==> src/rtl/fpmul_pkg.sv <==
`default_nettype none
// ============================================================================
// Module  : fpmul_pkg
// Purpose : Shared definitions for the binary32 multiplier round/pack stage:
//           flag-bus bit indices, exception bit indices, FSM state encoding
//           and packed special-value constants.
// Config  : FPMUL_DENORM_EN (consumed by fpmul_round_pack)
// Rev     : 1.0  initial release
// ============================================================================
package fpmul_pkg;

    // Bit positions inside the 12-bit flag bus from the flag generator
    localparam int FLG_AB_DNF    = 0;
    localparam int FLG_AB_ZERO   = 1;
    localparam int FLG_AB_INF    = 2;
    localparam int FLG_AB_NAN    = 3;
    localparam int FLG_OVERFLOW  = 4;
    localparam int FLG_UNDERFLOW = 5;
    localparam int FLG_ROUND     = 6;
    localparam int FLG_MAP_ALL1  = 7;
    localparam int FLG_AP_NANF   = 8;
    localparam int FLG_AP_INFF   = 9;
    localparam int FLG_AP_DNF    = 10;
    localparam int FLG_AP_ZF     = 11;

    // Bit positions inside the 4-bit exception word
    localparam int EXC_INEXACT   = 0;
    localparam int EXC_UNDERFLOW = 1;
    localparam int EXC_OVERFLOW  = 2;
    localparam int EXC_INVALID   = 3;

    localparam logic [31:0] QNAN    = 32'h7FC0_0000;
    localparam logic [7:0]  EXP_MAX = 8'hFF;

    // Longest denormalisation shift; beyond this everything is sticky
    localparam logic signed [10:0] SHIFT_CAP = 11'sd25;

    typedef enum logic [1:0] {
        ST_IDLE  = 2'd0,
        ST_CALC  = 2'd1,
        ST_SHIFT = 2'd2,
        ST_HOLD  = 2'd3
    } fpmul_state_t;

endpackage
`default_nettype wire

==> src/rtl/fpmul_rne_inc.sv <==
`default_nettype none
// ============================================================================
// Module  : fpmul_rne_inc
// Purpose : Combinational round-to-nearest-even increment of a 24-bit
//           significand. Increments when guard is set and either sticky or
//           the LSB is set (ties go to even).
// Ports   : value[23:0] in, guard in, sticky in, sum[23:0] out, carry out
// Rev     : 1.0  initial release
// ============================================================================
module fpmul_rne_inc (
    input  logic [23:0] value,
    input  logic        guard,
    input  logic        sticky,
    output logic [23:0] sum,
    output logic        carry
);
    logic w_inc;

    assign w_inc        = guard & (sticky | value[0]);
    assign {carry, sum} = {1'b0, value} + {24'd0, w_inc};

endmodule
`default_nettype wire

==> src/rtl/fpmul_round_pack.sv <==
`default_nettype none
// ============================================================================
// Module  : fpmul_round_pack
// Purpose : Final stage of the binary32 multiplier. Rounds the product
//           mantissa, handles mantissa carry-out, selects exception results,
//           packs the IEEE-754 word and presents it on a valid/ready port.
//           Keeps a sticky exception status register.
// Ports   : Clk, Rst (async, active-low)
//           in_valid/in_ready, in_sign, in_eap[9:0], in_map[22:0],
//           in_flags[11:0]                     -- operand side
//           out_valid/out_ready, out_result[31:0], out_exc[3:0] -- result
//           status[3:0], status_clr            -- sticky exception status
// Config  : FPMUL_DENORM_EN defined   -> gradual underflow via SHIFT state
//           FPMUL_DENORM_EN undefined -> flush-to-zero
// Rev     : 1.0  initial release
// ============================================================================
module fpmul_round_pack
    import fpmul_pkg::*;
(
    input  logic        Clk,
    input  logic        Rst,
    input  logic        in_valid,
    output logic        in_ready,
    input  logic        in_sign,
    input  logic [9:0]  in_eap,
    input  logic [22:0] in_map,
    input  logic [11:0] in_flags,
    output logic        out_valid,
    input  logic        out_ready,
    output logic [31:0] out_result,
    output logic [3:0]  out_exc,
    output logic [3:0]  status,
    input  logic        status_clr
);

    fpmul_state_t r_state, w_state_next;

    logic        r_sign;
    logic [9:0]  r_eap;
    logic [22:0] r_map;
    logic [11:0] r_flags;
    logic [31:0] r_result;
    logic [3:0]  r_exc;
    logic [3:0]  r_status;

    logic        w_load_in, w_load_res, w_load_shift, w_to_shift;
    logic        w_round, w_carry, w_ovf, w_unf;
    logic [9:0]  w_exp;
    logic [22:0] w_frac;
    logic [31:0] w_calc_result, w_res_value;
    logic [3:0]  w_calc_exc, w_res_exc;
    logic [23:0] w_rne_value, w_rne_sum;
    logic        w_rne_guard, w_rne_sticky, w_rne_carry;

    // ------------------------------------------------------------------
    // Rounding / exponent adjust for the CALC path
    // ------------------------------------------------------------------
    assign w_round = r_flags[FLG_ROUND];
    // Carry-out is taken from the upstream all-ones flag, not the adder
    assign w_carry = w_round & r_flags[FLG_MAP_ALL1];
    assign w_exp   = r_eap + {9'd0, w_carry};
    assign w_frac  = w_carry ? 23'd0 : w_rne_sum[22:0];
    assign w_ovf   = r_flags[FLG_OVERFLOW] |
                     (~w_exp[9] & (w_exp[8] | (w_exp[7:0] == EXP_MAX)));
    assign w_unf   = r_flags[FLG_UNDERFLOW] | (w_exp == 10'd0);

`ifdef FPMUL_DENORM_EN
    logic [4:0]         r_cnt, w_cnt_init;
    logic [23:0]        r_sh, w_sh_next;
    logic               r_guard, r_sticky, w_g_next, w_s_next;
    logic signed [10:0] w_dist;

    assign w_sh_next = {1'b0, r_sh[23:1]};
    assign w_g_next  = r_sh[0];
    assign w_s_next  = r_sticky | r_guard;

    // Shift distance 1 - exp, held within [1, SHIFT_CAP] so the SHIFT
    // state always runs at least once
    assign w_dist     = 11'sd1 - $signed({r_eap[9], r_eap});
    assign w_cnt_init = (w_dist > SHIFT_CAP) ? 5'd25 :
                        (w_dist < 11'sd1)    ? 5'd1  : w_dist[4:0];

    // The single RNE incrementer serves CALC and the final SHIFT cycle
    assign w_rne_value  = (r_state == ST_SHIFT) ? w_sh_next : {1'b0, r_map};
    assign w_rne_guard  = (r_state == ST_SHIFT) ? w_g_next  : w_round;
    assign w_rne_sticky = (r_state == ST_SHIFT) ? w_s_next  : 1'b1;

    // A rounding carry into bit 23 turns the denormal into exp=1 for free
    assign w_res_value = (r_state == ST_SHIFT) ? {r_sign, 7'd0, w_rne_sum}
                                               : w_calc_result;
    assign w_res_exc   = (r_state == ST_SHIFT)
                         ? {2'b00, w_g_next | w_s_next, w_g_next | w_s_next}
                         : w_calc_exc;
`else
    assign w_rne_value  = {1'b0, r_map};
    assign w_rne_guard  = w_round;
    assign w_rne_sticky = 1'b1;          // forces increment = ROUND
    assign w_res_value  = w_calc_result;
    assign w_res_exc    = w_calc_exc;
`endif

    fpmul_rne_inc u_rne (
        .value  (w_rne_value),
        .guard  (w_rne_guard),
        .sticky (w_rne_sticky),
        .sum    (w_rne_sum),
        .carry  (w_rne_carry)
    );

    // ------------------------------------------------------------------
    // Result select, highest priority first
    // ------------------------------------------------------------------
    always_comb begin
        w_calc_result = {r_sign, w_exp[7:0], w_frac};
        w_calc_exc    = 4'd0;
        w_to_shift    = 1'b0;
        if (r_flags[FLG_AB_NAN]) begin
            w_calc_result            = QNAN;
            w_calc_exc[EXC_INVALID]  = 1'b1;
        end else if (r_flags[FLG_AB_INF]) begin
            w_calc_result = {r_sign, EXP_MAX, 23'd0};
        end else if (r_flags[FLG_AB_ZERO]) begin
            w_calc_result = {r_sign, 31'd0};
`ifndef FPMUL_DENORM_EN
        end else if (r_flags[FLG_AB_DNF]) begin
            w_calc_result              = {r_sign, 31'd0};
            w_calc_exc[EXC_UNDERFLOW]  = 1'b1;
            w_calc_exc[EXC_INEXACT]    = 1'b1;
`endif
        end else if (w_ovf) begin
            w_calc_result             = {r_sign, EXP_MAX, 23'd0};
            w_calc_exc[EXC_OVERFLOW]  = 1'b1;
            w_calc_exc[EXC_INEXACT]   = 1'b1;
        end else if (w_unf) begin
            w_calc_result              = {r_sign, 31'd0};
            w_calc_exc[EXC_UNDERFLOW]  = 1'b1;
            w_calc_exc[EXC_INEXACT]    = 1'b1;
`ifdef FPMUL_DENORM_EN
            w_to_shift                 = 1'b1;
`endif
        end else begin
            w_calc_exc[EXC_INEXACT] = w_round;
        end
    end

    // ------------------------------------------------------------------
    // FSM
    // ------------------------------------------------------------------
    always_ff @(posedge Clk or negedge Rst) begin
        if (!Rst) r_state <= ST_IDLE;
        else      r_state <= w_state_next;
    end

    always_comb begin
        w_state_next = r_state;
        in_ready     = 1'b0;
        out_valid    = 1'b0;
        w_load_in    = 1'b0;
        w_load_res   = 1'b0;
        w_load_shift = 1'b0;
        case (r_state)
            ST_IDLE: begin
                in_ready = 1'b1;
                if (in_valid) begin
                    w_load_in    = 1'b1;
                    w_state_next = ST_CALC;
                end
            end
            ST_CALC: begin
                if (w_to_shift) begin
                    w_load_shift = 1'b1;
                    w_state_next = ST_SHIFT;
                end else begin
                    w_load_res   = 1'b1;
                    w_state_next = ST_HOLD;
                end
            end
`ifdef FPMUL_DENORM_EN
            ST_SHIFT: begin
                // The final shift and the rounding share one edge
                if (r_cnt == 5'd1) begin
                    w_load_res   = 1'b1;
                    w_state_next = ST_HOLD;
                end
            end
`endif
            ST_HOLD: begin
                out_valid = 1'b1;
                in_ready  = out_ready;
                if (out_ready) begin
                    if (in_valid) begin
                        w_load_in    = 1'b1;
                        w_state_next = ST_CALC;
                    end else begin
                        w_state_next = ST_IDLE;
                    end
                end
            end
            default: w_state_next = ST_IDLE;
        endcase
    end

    // ------------------------------------------------------------------
    // Operand capture and result registers
    // ------------------------------------------------------------------
    always_ff @(posedge Clk or negedge Rst) begin
        if (!Rst) begin
            r_sign   <= 1'b0;
            r_eap    <= 10'd0;
            r_map    <= 23'd0;
            r_flags  <= 12'd0;
            r_result <= 32'd0;
            r_exc    <= 4'd0;
        end else begin
            if (w_load_in) begin
                r_sign  <= in_sign;
                r_eap   <= in_eap;
                r_map   <= in_map;
                r_flags <= in_flags;
            end
            if (w_load_res) begin
                r_result <= w_res_value;
                r_exc    <= w_res_exc;
            end
        end
    end

`ifdef FPMUL_DENORM_EN
    always_ff @(posedge Clk or negedge Rst) begin
        if (!Rst) begin
            r_sh     <= 24'd0;
            r_guard  <= 1'b0;
            r_sticky <= 1'b0;
            r_cnt    <= 5'd0;
        end else if (w_load_shift) begin
            r_sh     <= {1'b1, r_map};
            r_guard  <= 1'b0;
            r_sticky <= w_round;       // bits below the mantissa LSB
            r_cnt    <= w_cnt_init;
        end else if (r_state == ST_SHIFT) begin
            r_sh     <= w_sh_next;
            r_guard  <= w_g_next;
            r_sticky <= w_s_next;
            r_cnt    <= r_cnt - 5'd1;
        end
    end
`endif

    // ------------------------------------------------------------------
    // Sticky status: a same-cycle set beats the clear for the set bits
    // ------------------------------------------------------------------
    always_ff @(posedge Clk or negedge Rst) begin
        if (!Rst) r_status <= 4'd0;
        else      r_status <= (status_clr ? 4'd0 : r_status) |
                              (((r_state == ST_HOLD) && out_ready) ? r_exc : 4'd0);
    end

    assign out_result = r_result;
    assign out_exc    = r_exc;
    assign status     = r_status;

    // Operand-class flags are informational here; the incrementer's top
    // bits only matter on the denormal path
    logic w_unused_ok;
    assign w_unused_ok = ^{w_rne_carry, w_rne_sum[23],
                           r_flags[FLG_AP_ZF:FLG_AP_NANF], r_flags[FLG_AB_DNF]};

endmodule
`default_nettype wire
==> config.mk <==
export PLATFORM = sky130hd
export DESIGN_NAME = fpmul_round_pack
export DESIGN_NICKNAME = d
export VERILOG_FILES = /design/src/rtl/fpmul_pkg.sv /design/src/rtl/fpmul_rne_inc.sv /design/src/rtl/fpmul_round_pack.sv
export SDC_FILE = /design/constraint.sdc
export NUM_CORES = 1
export LEC_CHECK = 0
export ABC_AREA = 1
export CAP_MARGIN = 10
export CELL_PAD_IN_SITES_DETAIL_PLACEMENT = 0
export CELL_PAD_IN_SITES_GLOBAL_PLACEMENT = 1
export CORE_ASPECT_RATIO = 0.5
export CORE_MARGIN = 2
export CORE_UTILIZATION = 39
export CTS_BUF_LIST = sky130_fd_sc_hd__clkbuf_4 sky130_fd_sc_hd__clkbuf_8
export CTS_CLUSTER_SIZE = 8
export DETAILED_ROUTE_END_ITERATION = 8
export GPL_TIMING_DRIVEN = 0
export HOLD_SLACK_MARGIN = 0.08
export PLACE_DENSITY_LB_ADDON = 0.1
export SLEW_MARGIN = 20
export SYNTH_ARGS = -nofsm -noshare
export SYNTH_HDL_FRONTEND = slang
export SYNTH_SLANG_ARGS = --single-unit
==> constraint.sdc <==
create_clock -name Clk -period 3.25 [get_ports Clk]
set_clock_uncertainty 0.15 [all_clocks]
set_input_delay 0.65 -clock Clk [delete_from_list [all_inputs] [get_ports Clk]]
set_output_delay 0.65 -clock Clk [all_outputs]
set_load 0.02 [all_outputs]
==> results.md, run 1 <==
- Status: finished, final reports clean
- Post-synth top flop: dfrtp_1
- Critical path endpoint category: output pin
- Distinct cells, synth: 35
- N_diodes: 0
- CTS clk-pin slew, worst paths: approximately 80 ps
- Worst setup SP type: primary input
- Top cell type by total area after synthesis: dfrtp_1
- Post-placement cell area: about 0.0053 mm2
- WS Path Type: in2out
- Share of Yosys cell area claimed by the top area cell type: 0.497
- Die X: ~150 um
- Slew Viols, Final: 0
- CP max FO: 4
- Cells along the critical path: clkdlybuf4s50_1 -> nand2_1 -> a21oi_1 -> clkdlybuf4s50_1
- RSZ-0062 raised after global routing: false
- Clock Root Buffer: clkbuf_8
- DP Wirelength: about 7.6 mm
- Max Cap Viol: 0
- Via count: 3372
- I/O pin cnt: between 90 and 100
- Layout cells sized above 1: 0.142
- Peak VDD IR: 0.276 mV
- CTS tree: yes
- Synthesized net count: approximately 530
- H-tree Lvls: 3
- WL final: around 10 mm
- F_max: 343 MHz
- Post-CTS Hold Fix Bufs: 0
- Min Tclk post-route: between 2000 and 3000 ps
- CP max stage cell: clkdlybuf4s50_1
- Nets: roughly 630
- Largest net degree at the start of global routing: 52
- Top area cells in the synthesized netlist: dfrtp_1, nand2_1, mux2_2, nor2_1, nand3_1
- Crit-path most repeated cell: clkdlybuf4s50_1
- Syn_area_per_cell: about 9 um2
- Placed cells: 697
- YS warnings: 0
- Core region area: just over 0.01 mm2
- Setup TNS: 0 ps
- CP max stage delay: approximately 630 ps
- EDFF count, synth: 0
- Area delta synth->final: 29.4%
- Syn Inst Count: between 400 and 500
- Routability Congestion: 0.793
- Sequential area share after synthesis: 0.497
- HP Class: in2async
- # Post-CTS Setup Buffers: 0
- Final Cycle Share: 0.896
- CP required: approximately 2500 ps
- Vias per cell: between 4 and 5
- Final setup fails: 0
- Leak: 2.44 nW
- Antenna Violating Nets Remaining: 0
- Num CTS Buffers: 9
- FP Rows: 26
- Die Span Y: 77.6 um
- First-pass GRT wire length: around 17 mm
- GR Overflow Total: 0
- Worst Tran Pin Value: ~660 ps
- Fin. Hold Viols: 0
- Max_slew headroom: 0.560
- Final Instance Area: 0.00547 mm2
- DRT Pass-1 Iters: 4
- Drc violations: 0
- Gr usage total: 0.189
- Power Dens Cells: a little under 800 mW/mm2
- CTS resizes: 0
- Die Area: between 0.01 and 0.015 mm2
- Clock buffer depth: 2
- Clk_lat worst skew: 350 ps
- Vias in the first global route: approximately 3400
- Initial antenna violation count: 0
- Non-Filler Instances: approximately 710
- Starting Density: 0.407
- Arr. time, crit path: around 2100 ps
- Ys async rst share: 1.00
- DR iter-0 viols: roughly 140
- Pwr Total: roughly 4.4 mW
- CTS Sinks: 84
- Final core occ: 0.527
- Mean routed wirelength per cell: approximately 14 um
- IO buf count: slightly below 90
- Synthesized cell area: 0.00423 mm2
- Number of synthesized register bits: 84
-- report_power, final --
group	internal [mW]	switching [mW]	total, mW
combinational	0.828	1.13	1.96
sequential	1.41	0.333	1.74
clock	0.296	0.359	0.655
-- registers in the layout, indices dropped and copies added, names as in the netlist --
name	flops
r_flags	8
r_sign	1
r_state	2
status	4
r_map	23
r_eap	10
out_result	32
out_exc	4
-- metal layers --
metal / vias to the layer above / wire (um) / share of wire / track usage
li1: 1720 / - / - / -
met1: 1588 / 5150 / 0.51 / 0.266
met2: 59 / 4520 / 0.44 / 0.293
met3: 5 / 430 / 0.042 / 0.0488
met4: 0 / 74 / 0.0073 / 0.0477
met5: - / 0 / 0 / 0
-- placed cells by master, fill, tap and decap left out, drive strengths merged --
cell type,netlist,routed
a211oi,1,1
a21oi,29,29
buf,4,6
clkbuf,6,18
clkdlybuf4s50,0,87
clkinv,2,5
dfrtp,84,84
ha,8,8
inv,47,47
mux2,25,25
nand2,103,103
nand3,38,38
nand4,3,3
nor2,59,59
nor3,5,5
nor4,1,1
o21ai,25,25
o21bai,1,1
o22ai,6,6
o31ai,1,1
or2,2,2
xnor2,4,4
xor2,14,14
-- cell usage after synthesis, types with 2 or more instances --
cell / n
o21ai_0: 15
ha_1: 8
clkbuf_1: 6
inv_2: 4
o21ai_2: 10
inv_1: 43
nor3_1: 3
buf_2: 2
nand4_1: 3
mux2_2: 25
nand2_2: 5
nor3_2: 2
nand2_1: 97
nand3_1: 35
nor2_2: 5
nand3_4: 2
xnor2_1: 4
dfrtp_1: 84
o22ai_1: 6
xor2_1: 14
clkinv_1: 2
nor2_4: 2
a21oi_1: 28
nor2_1: 51
or2_2: 2
-- path summary, 6_finish.rpt --
check	start	end	slack (ps)	cells after the start
min	Rst	r_map[16]$_DFFE_PN0P_	90	1
min reg2reg	out_result[14]$_DFFE_PN0P_	out_result[14]$_DFFE_PN0P_	330	2
max	out_ready	in_ready	340	4
max in group asynchronous	Rst	out_exc[3]$_DFFE_PN0P_	2230	2
max reg2reg	r_flags[6]$_DFFE_PN0P_	out_result[16]$_DFFE_PN0P_	550	14
min in group Clk	out_result[14]$_DFFE_PN0P_	out_result[14]$_DFFE_PN0P_	330	2
-- through the flow --
stage / setup slack [ps] / hold WS (ps)
after floorplan: 811 / 204
after global placement: -1800 / 316
after detailed placement: 302 / 316
after CTS: 348 / 88.8
after global routing: 250 / 106
final: 338 / 87.9
-- area by class of cell --
| cell class | count | area (um2) |
|---|---|---|
| Clock inverter | 3 | 15.0 |
| Buffer | 10 | 56.3 |
| Tap cell | 140 | 175 |
| Sequential cell | 84 | 2100 |
| Inverter | 49 | 184 |
| Timing Repair Buffer | 89 | 906 |
| Clock buffer | 12 | 146 |
| Fill cell | 1011 | 4910 |
| Multi-Input combinational cell | 325 | 1880 |
-- worst max-delay path: cells and delay by family --
family / cells / cell delay [ps]
simple gates: 1 / 120
compound gates: 1 / 190
buf+inv: 2 / 1150
-- cells by family after synthesis --
logic type      Yosys count  synth area share
buf+inv                  59            0.0569
flops                    84             0.497
xor+xnor                 18            0.0373
mux                      25            0.0666
simple gates            211             0.228
compound gates           63            0.0897
fa+ha+maj                 8            0.0237
Note: power is estimated with default switching activity, not from simulation.
==> run 2: changes to the inputs <==
--- a/config.mk
+++ b/config.mk
@@ -5,13 +5,12 @@
 export SDC_FILE = /design/constraint.sdc
 export NUM_CORES = 1
 export LEC_CHECK = 0
-export ABC_AREA = 1
 export CAP_MARGIN = 10
 export CELL_PAD_IN_SITES_DETAIL_PLACEMENT = 0
 export CELL_PAD_IN_SITES_GLOBAL_PLACEMENT = 1
 export CORE_ASPECT_RATIO = 0.5
 export CORE_MARGIN = 2
-export CORE_UTILIZATION = 39
+export CORE_UTILIZATION = 44
 export CTS_BUF_LIST = sky130_fd_sc_hd__clkbuf_4 sky130_fd_sc_hd__clkbuf_8
 export CTS_CLUSTER_SIZE = 8
 export DETAILED_ROUTE_END_ITERATION = 8
==> constraint.sdc (replaced) <==
create_clock -name Clk -period 3.5 [get_ports Clk]
set_clock_uncertainty 0.15 [all_clocks]
set_input_delay 0.7 -clock Clk [delete_from_list [all_inputs] [get_ports Clk]]
set_output_delay 0.7 -clock Clk [all_outputs]
set_load 0.02 [all_outputs]
==> results.md, run 2 <==
- Status: finished, final reports clean (unchanged)
- Most frequent cells after synthesis: dfrtp_1, mux2_2, inv_1 (was nand2_1, dfrtp_1, nor2_1)
- # Post-CTS Setup Buffers: 0 (unchanged)
- GR Overflow Total: 0 (unchanged)
- Clock buffer depth: 2 (unchanged)
- Most frequent cell after synthesis: dfrtp_1 (was nand2_1)
- CP required: 3560 ps (was 2450 ps)
- Sequential area share after synthesis: 0.504 (was 0.497)
- Via count: 3267 (was 3372)
- Syn_area_per_cell: 11.1 um2 (was 9.03 um2)
- Area delta synth->final: 30.5% (was 29.4%)
- R2R Path End: out_result[1]$_DFFE_PN0P_ (was out_result[16]$_DFFE_PN0P_)
- Drc violations: 0 (unchanged)
- Vias per cell: 5.44 (was 4.74)
- Leak: 2.17 nW (was 2.44 nW)
- Die Span Y: 72.9 um (was 77.6 um)
- Final Cycle Share: 0.846
- Worst setup SP type: flip-flop (was primary input)
- Nets: 535 (was 627)
- Vias in the first global route: 3265 (was 3440)
- Min Tclk post-route: between 2000 and 3000 ps
- Fillers: 785 (was 1011)
- IO buf count: 88 (unchanged)
- Most common cell after layout, fill and taps aside: clkdlybuf4s50_1 (was nand2_1)
- CTS Sinks: 84 (unchanged)
- CP max FO: 10 (was 4)
- F_max: 338 MHz
- Syn Inst Count: 376 (was 468)
- Distinct cells, synth: 51 (was 35)
- FP Rows: 25 (was 26)
- Critical path endpoint category: flip-flop (was output pin)
- Max reg flops: 32 (unchanged)
- Reg area: 0.00210 mm2 (unchanged)
- Post-synthesis simple-gate area fraction: 0.109 (was 0.228)
- Initial antenna violation count: 0 (unchanged)
- Placed cells: 586 (was 697)
- Die Area: 0.0103 mm2 (was 0.0117 mm2)
- CTS tree: yes (unchanged)
- Final setup fails: 0 (unchanged)
- WS Path Type: reg2reg (was in2out)
- Clk_lat worst skew: 360 ps (was 350 ps)
- First-pass GRT wire length: 16.2 mm (was 17.1 mm)
- Routability Congestion: 0.855 (was 0.793)
- YS warnings: 0 (unchanged)
- Combinational family with the most area after synthesis: compound AO/OA/AOI/OAI gates (was simple AND/OR/NAND/NOR gates)
- Final Instance Area: 0.00545 mm2 (was 0.00547 mm2)
- Number of synthesized register bits: 84 (unchanged)
- Worst r2r src: r_flags[6]$_DFFE_PN0P_ (unchanged)
- Post-placement cell area: 0.00522 mm2 (was 0.00531 mm2)
- RSZ-0062 raised after global routing: false (unchanged)
- Starting Density: 0.448 (was 0.407)
- Multi-input gate area: 0.00184 mm2 (was 0.00188 mm2)
- Antenna Violating Nets Remaining: 0 (unchanged)
- Xor and xnor area share after synthesis: 0.0567 (was 0.0373)
- Worst R2R Setup Slack: 540 ps (was 550 ps)
- DRT Pass-1 Iters: 4 (unchanged)
- Core region area: 0.00932 mm2 (was 0.0104 mm2)
- Post-synth top flop: dfrtp_1 (unchanged)
- Max Cap Viol: 0 (unchanged)
- Non-Filler Instances: 601 (was 712)
- Most frequent cells in the layout: clkdlybuf4s50_1, dfrtp_1, mux2_2 (was nand2_1, clkdlybuf4s50_1, dfrtp_1)
- Post-synthesis mux area share: 0.110 (was 0.0666)
- EDFF count, synth: 0 (unchanged)
- Fin. Hold Viols: 0 (unchanged)
- Adder-cell share of the synthesized area: 0.0240 (was 0.0237)
- Slew Viols, Final: 0 (unchanged)
- I/O pin cnt: 93 (unchanged)
- HP Class: in2async (unchanged)
- CTS resizes: 0 (unchanged)
- Largest net degree at the start of global routing: 55 (was 52)
- Synthesized net count: 435 (was 527)
- Die X: 142 um (was 151 um)
- Arr. time, crit path: 3020 ps (was 2110 ps)
- Mean routed wirelength per cell: 16.7 um (was 14.3 um)
- Worst Tran Pin Value: 709 ps (was 660 ps)
- Synthesized cell area: 0.00417 mm2 (was 0.00423 mm2)
- CTS clk-pin slew, worst paths: 80 ps (about the same)
- N_diodes: 0 (unchanged)
- WL final: 10.0 mm (was 10.2 mm)
- Synth Area in Compound Gates: 0.140 (was 0.0897)
- Gr usage total: 0.203 (was 0.189)
- DR iter-0 viols: 139 (was 143)
- Max_slew headroom: 0.527 (was 0.560)
- Post-CTS Hold Fix Bufs: 0 (unchanged)
- Peak VDD IR: 0.462 mV (was 0.276 mV)
- Num CTS Buffers: 9 (unchanged)
- Layout cells sized above 1: 0.175 (was 0.142)
- Reg2Reg Depth: 9 (was 14)
- Top area cells in the synthesized netlist: dfrtp_1, mux2_2, o32ai_1, xor2_1, inv_1 (was dfrtp_1, nand2_1, mux2_2, nor2_1, nand3_1)
- DP Wirelength: 7.37 mm (was 7.65 mm)
- H-tree Lvls: 3 (unchanged)
- Share of Yosys cell area claimed by the top area cell type: 0.504 (was 0.497)
- Power Dens Cells: 828 mW/mm2 (was 796 mW/mm2)
- Top cell type by total area after synthesis: dfrtp_1 (unchanged)
- Ys async rst share: 1.00 (unchanged)
- Clock Root Buffer: clkbuf_8 (unchanged)
-- run 2: critical path: stages (launching register included) --
cell and delay [ps]:
dfrtp_1 440, and2_1 200, ha_1 160, ha_1 300, nand2_1 110, o32ai_1 360
o221ai_2 230, o21ai_1 430, buf_2 320, o32ai_1 110
-- run 2: logic make-up after synthesis --
| logic type | after synthesis |
|---|---|
| buf+inv | 56 |
| xor+xnor | 27 |
| flops | 84 |
| fa+ha+maj | 8 |
| simple gates | 81 |
| mux | 41 |
| compound gates | 79 |
-- run 2: area by class of cell --
cell class | count | share of cell area
multi-input combinational | 236 | 0.338
sequential | 84 | 0.386
inverter | 37 | 0.0255
clock buffer | 11 | 0.0278
buffer | 19 | 0.0170
tap | 121 | 0.0278
timing repair buffer | 89 | 0.165
clock inverter | 4 | 0.0133
-- run 2: how the worst max path moves through the flow --
stage                                 startpoint                         end
after global placement                       Rst        r_eap[3]$_DFFE_PN0P_
after CTS                 r_flags[6]$_DFFE_PN0P_   out_result[1]$_DFFE_PN0P_
after global routing      r_flags[6]$_DFFE_PN0P_  out_result[17]$_DFFE_PN0P_
final                     r_flags[6]$_DFFE_PN0P_   out_result[1]$_DFFE_PN0P_
after detailed placement               out_ready        r_eap[7]$_DFFE_PN0P_
after floorplan           r_state[0]$_DFFE_PN0P_        r_eap[7]$_DFFE_PN0P_
-- run 2: power by group --
part / total, mW / leakage (nW) / internal (mW) / switching, mW
registers: 1.70 / 1.05 / 1.34 / 0.358
clock network: 0.787 / 0.111 / 0.436 / 0.351
logic: 2.02 / 1.01 / 0.953 / 1.07
total: 4.51 / 2.17 / 2.73 / 1.78
-- run 2: per-layer routing --
layer  up-vias  wire length [um]  part of all wire  GRT usage
met5         -                 0                 0          0
met4         0                53            0.0053     0.0444
met3         6               525             0.052     0.0577
met2        73              4860              0.49      0.348
met1      1638              4580              0.46      0.262
li1       1550                 -                 -          -
-- run 2: metrics by stage --
stage	hold slack [ps]	setup TNS (ps)	util	setup WS, ps	power (mW)
global placement	341	-112080	0.558	-1340	3.66
CTS	247	0	0.584	534	4.55
finish	238	0	0.584	540	4.51
floorplan	254	0	-	1070	3.03
global route	265	0	0.584	330	4.82
detailed placement	347	0	0.560	521	3.74
==> run 3: changes to the inputs <==
--- a/config.mk
+++ b/config.mk
@@ -10,7 +10,7 @@
 export CELL_PAD_IN_SITES_GLOBAL_PLACEMENT = 1
 export CORE_ASPECT_RATIO = 0.5
 export CORE_MARGIN = 2
-export CORE_UTILIZATION = 44
+export CORE_UTILIZATION = 41
 export CTS_BUF_LIST = sky130_fd_sc_hd__clkbuf_4 sky130_fd_sc_hd__clkbuf_8
 export CTS_CLUSTER_SIZE = 8
 export DETAILED_ROUTE_END_ITERATION = 8
==> constraint.sdc (replaced) <==
create_clock -name Clk -period 2.9 [get_ports Clk]
set_clock_uncertainty 0.15 [all_clocks]
set_input_delay 0.58 -clock Clk [delete_from_list [all_inputs] [get_ports Clk]]
set_output_delay 0.58 -clock Clk [all_outputs]
set_load 0.02 [all_outputs]
==> results.md, run 3 (synthesis gave the netlist of run 2 again) <==
- Area delta synth->final: 31.7% (was 30.5%)
- I/O pin cnt: 93 (unchanged)
- Clock Root Buffer: clkbuf_8 (unchanged)
- WHS: 359 ps (was 238 ps)
- Vias per cell: 5.21 (was 5.44)
- Gr usage total: 0.194 (was 0.203)
- CP max stage cell: dfrtp_2 (was dfrtp_1)
- Die Area: 0.0110 mm2 (was 0.0103 mm2)
- Pwr Total: 5.45 mW (was 4.51 mW)
- Max Cap Viol: 0 (unchanged)
- Via count: 3212 (was 3267)
- GR Overflow Total: 0 (unchanged)
- Final Cycle Share: 0.945 (was 0.846)
- Final setup fails: 0 (unchanged)
- CTS clk-pin slew, worst paths: 90 ps (was 80 ps)
- Largest net degree at the start of global routing: 51 (was 55)
- DR iter-0 viols: 190 (was 139)
- Final Instance Area: 0.00549 mm2 (was 0.00545 mm2)
- Num CTS Buffers: 9 (unchanged)
- Clock buffer depth: 2 (unchanged)
- Arr. time, crit path: 2850 ps (was 3020 ps)
- WL final: 9.97 mm (was 10.0 mm)
- Power Dens Cells: 992 mW/mm2 (was 828 mW/mm2)
- Most frequent cells in the layout: clkdlybuf4s50_1, dfrtp_1, mux2_2 (unchanged)
- Max_slew headroom: 0.598 (was 0.527)
- Min Tclk post-route: 2740 ps (was 2960 ps)
- Max reg flops: 32 (unchanged)
- Initial antenna violation count: 0 (unchanged)
- Die X: 147 um (was 142 um)
- Cells along the critical path: and2_1 -> ha_1 -> ha_2 -> nand4_2 -> mux2_1 -> a31oi_2 -> o21ai_2 -> buf_2 -> o32ai_1 (was and2_1 -> ha_1 -> ha_1 -> nand2_1 -> o32ai_1 -> o221ai_2 -> o21ai_1 -> buf_2 -> o32ai_1)
- Post-placement cell area: 0.00525 mm2 (was 0.00522 mm2)
- Drc violations: 0 (unchanged)
- Hold Path Origin: r_sign$_DFFE_PN0P_
- Mean routed wirelength per cell: 16.2 um (was 16.7 um)
- DP Wirelength: 7.44 mm (was 7.37 mm)
- CP max stage delay: 450 ps (was 440 ps)
- Slew Viols, Final: 0 (unchanged)
- CP max FO: 10 (unchanged)
- Routability Congestion: 0.835 (was 0.855)
- H-tree Lvls: 3 (unchanged)
- Hold endpoint: out_result[31]$_DFFE_PN0P_
- Crit. Startpoint: r_flags[6]$_DFFE_PN0P_ (unchanged)
- Peak VDD IR: 0.477 mV (was 0.462 mV)
- IO buf count: 88 (unchanged)
- Worst setup SP type: flip-flop (unchanged)
- Worst Tran Pin Value: 599 ps (was 709 ps)
- Vias in the first global route: 3298 (was 3265)
- R2R Path End: out_result[15]$_DFFE_PN0P_ (was out_result[1]$_DFFE_PN0P_)
- Starting Density: 0.432 (was 0.448)
- Reg2Reg Depth: 9 (unchanged)
- Clk_lat worst skew: 370 ps (was 360 ps)
- Antenna Violating Nets Remaining: 0 (unchanged)
- F_max: 365 MHz (was 338 MHz)
- Hold-critical path depth: 1
- Layout cells sized above 1: 0.183 (was 0.175)
- Most common cell after layout, fill and taps aside: clkdlybuf4s50_1 (unchanged)
- FP Rows: 25 (unchanged)
- Core region area: 0.00967 mm2 (was 0.00932 mm2)
- Nets: 536 (was 535)
- Worst r2r src: r_flags[6]$_DFFE_PN0P_ (unchanged)
- CTS Sinks: 84 (unchanged)
- RSZ-0062 raised after global routing: false (unchanged)
- N_diodes: 0 (unchanged)
- WS Path Type: reg2reg (unchanged)
- Status: finished, final reports clean (unchanged)
- Die Span Y: 75.3 um (was 72.9 um)
- Fin. Hold Viols: 0 (unchanged)
- DRT Pass-1 Iters: 4 (unchanged)
- Critical path endpoint category: flip-flop (unchanged)
- First-pass GRT wire length: 16.5 mm (was 16.2 mm)
- CP required: 3010 ps (was 3560 ps)
- Worst R2R Setup Slack: 160 ps (was 540 ps)
- HP Class: reg2reg (was in2async)
- # Post-CTS Setup Buffers: 0 (unchanged)
- Leak: 2.18 nW (was 2.17 nW)
- CTS tree: yes (unchanged)
run 3: cell type report:
type / count / area (um2)
plain buffers: 19 / 92.6
clock buffers: 9 / 124
clock inverters: 7 / 106
fillers: 833 / 4170
inverters: 37 / 139
multi-input cells: 236 / 1840
flip-flops and latches: 84 / 2100
well taps: 135 / 169
repair buffers: 90 / 916
run 3: worst max-delay path by stage:
stage / endpoint / cells after the start
2_1_floorplan: r_eap[7]$_DFFE_PN0P_ / 7
3_3_place_gp: r_eap[8]$_DFFE_PN0P_ / 1
3_5_place_dp: out_result[15]$_DFFE_PN0P_ / 9
4_1_cts: out_result[15]$_DFFE_PN0P_ / 9
5_1_grt: out_result[20]$_DFFE_PN0P_ / 9
6_report: out_result[15]$_DFFE_PN0P_ / 9
run 3: where the power goes:
part           total [mW]  internal (mW)  leakage, nW  switching [mW]
Clock               0.963          0.500        0.116           0.463
Combinational        2.44           1.16         1.01            1.28
Sequential           2.05           1.62         1.05           0.423
run 3: layer usage:
layer / routed length [um] / vias up / global-route usage / part of all wire
met5: 0 / - / 0 / 0
li1: - / 1555 / - / -
met4: 59 / 0 / 0.0442 / 0.0059
met3: 465 / 5 / 0.0539 / 0.047
met1: 4680 / 1591 / 0.246 / 0.47
met2: 4760 / 61 / 0.341 / 0.48
run 3: repair_timing:
action | 4_1_cts | 5_1_grt
endpoints found under the setup margin | 10 | 20
resized for setup | 1 | 2
hold endpoints to repair | 34 | 0
hold buffers | 1 | 0
run 3: stage by stage:
stage / std cells / util / TNS (ps) / worst slack [ps]
after floorplan: 376 / - / 0 / 466
after global placement: 599 / 0.540 / -152000 / -1820
after detailed placement: 600 / 0.543 / -10.5 / -10.5
after CTS: 617 / 0.568 / 0 / 24.5
after global routing: 617 / 0.568 / 0 / 1.06
final: 617 / 0.568 / 0 / 161
run 3: worst max-delay path, delay by kind of cell, from the launching register on:
family / cells / cell delay, ps
compound gates: 3 / 730
simple gates: 2 / 300
fa+ha+maj: 2 / 410
mux: 1 / 350
flops: 1 / 450
buf+inv: 1 / 230
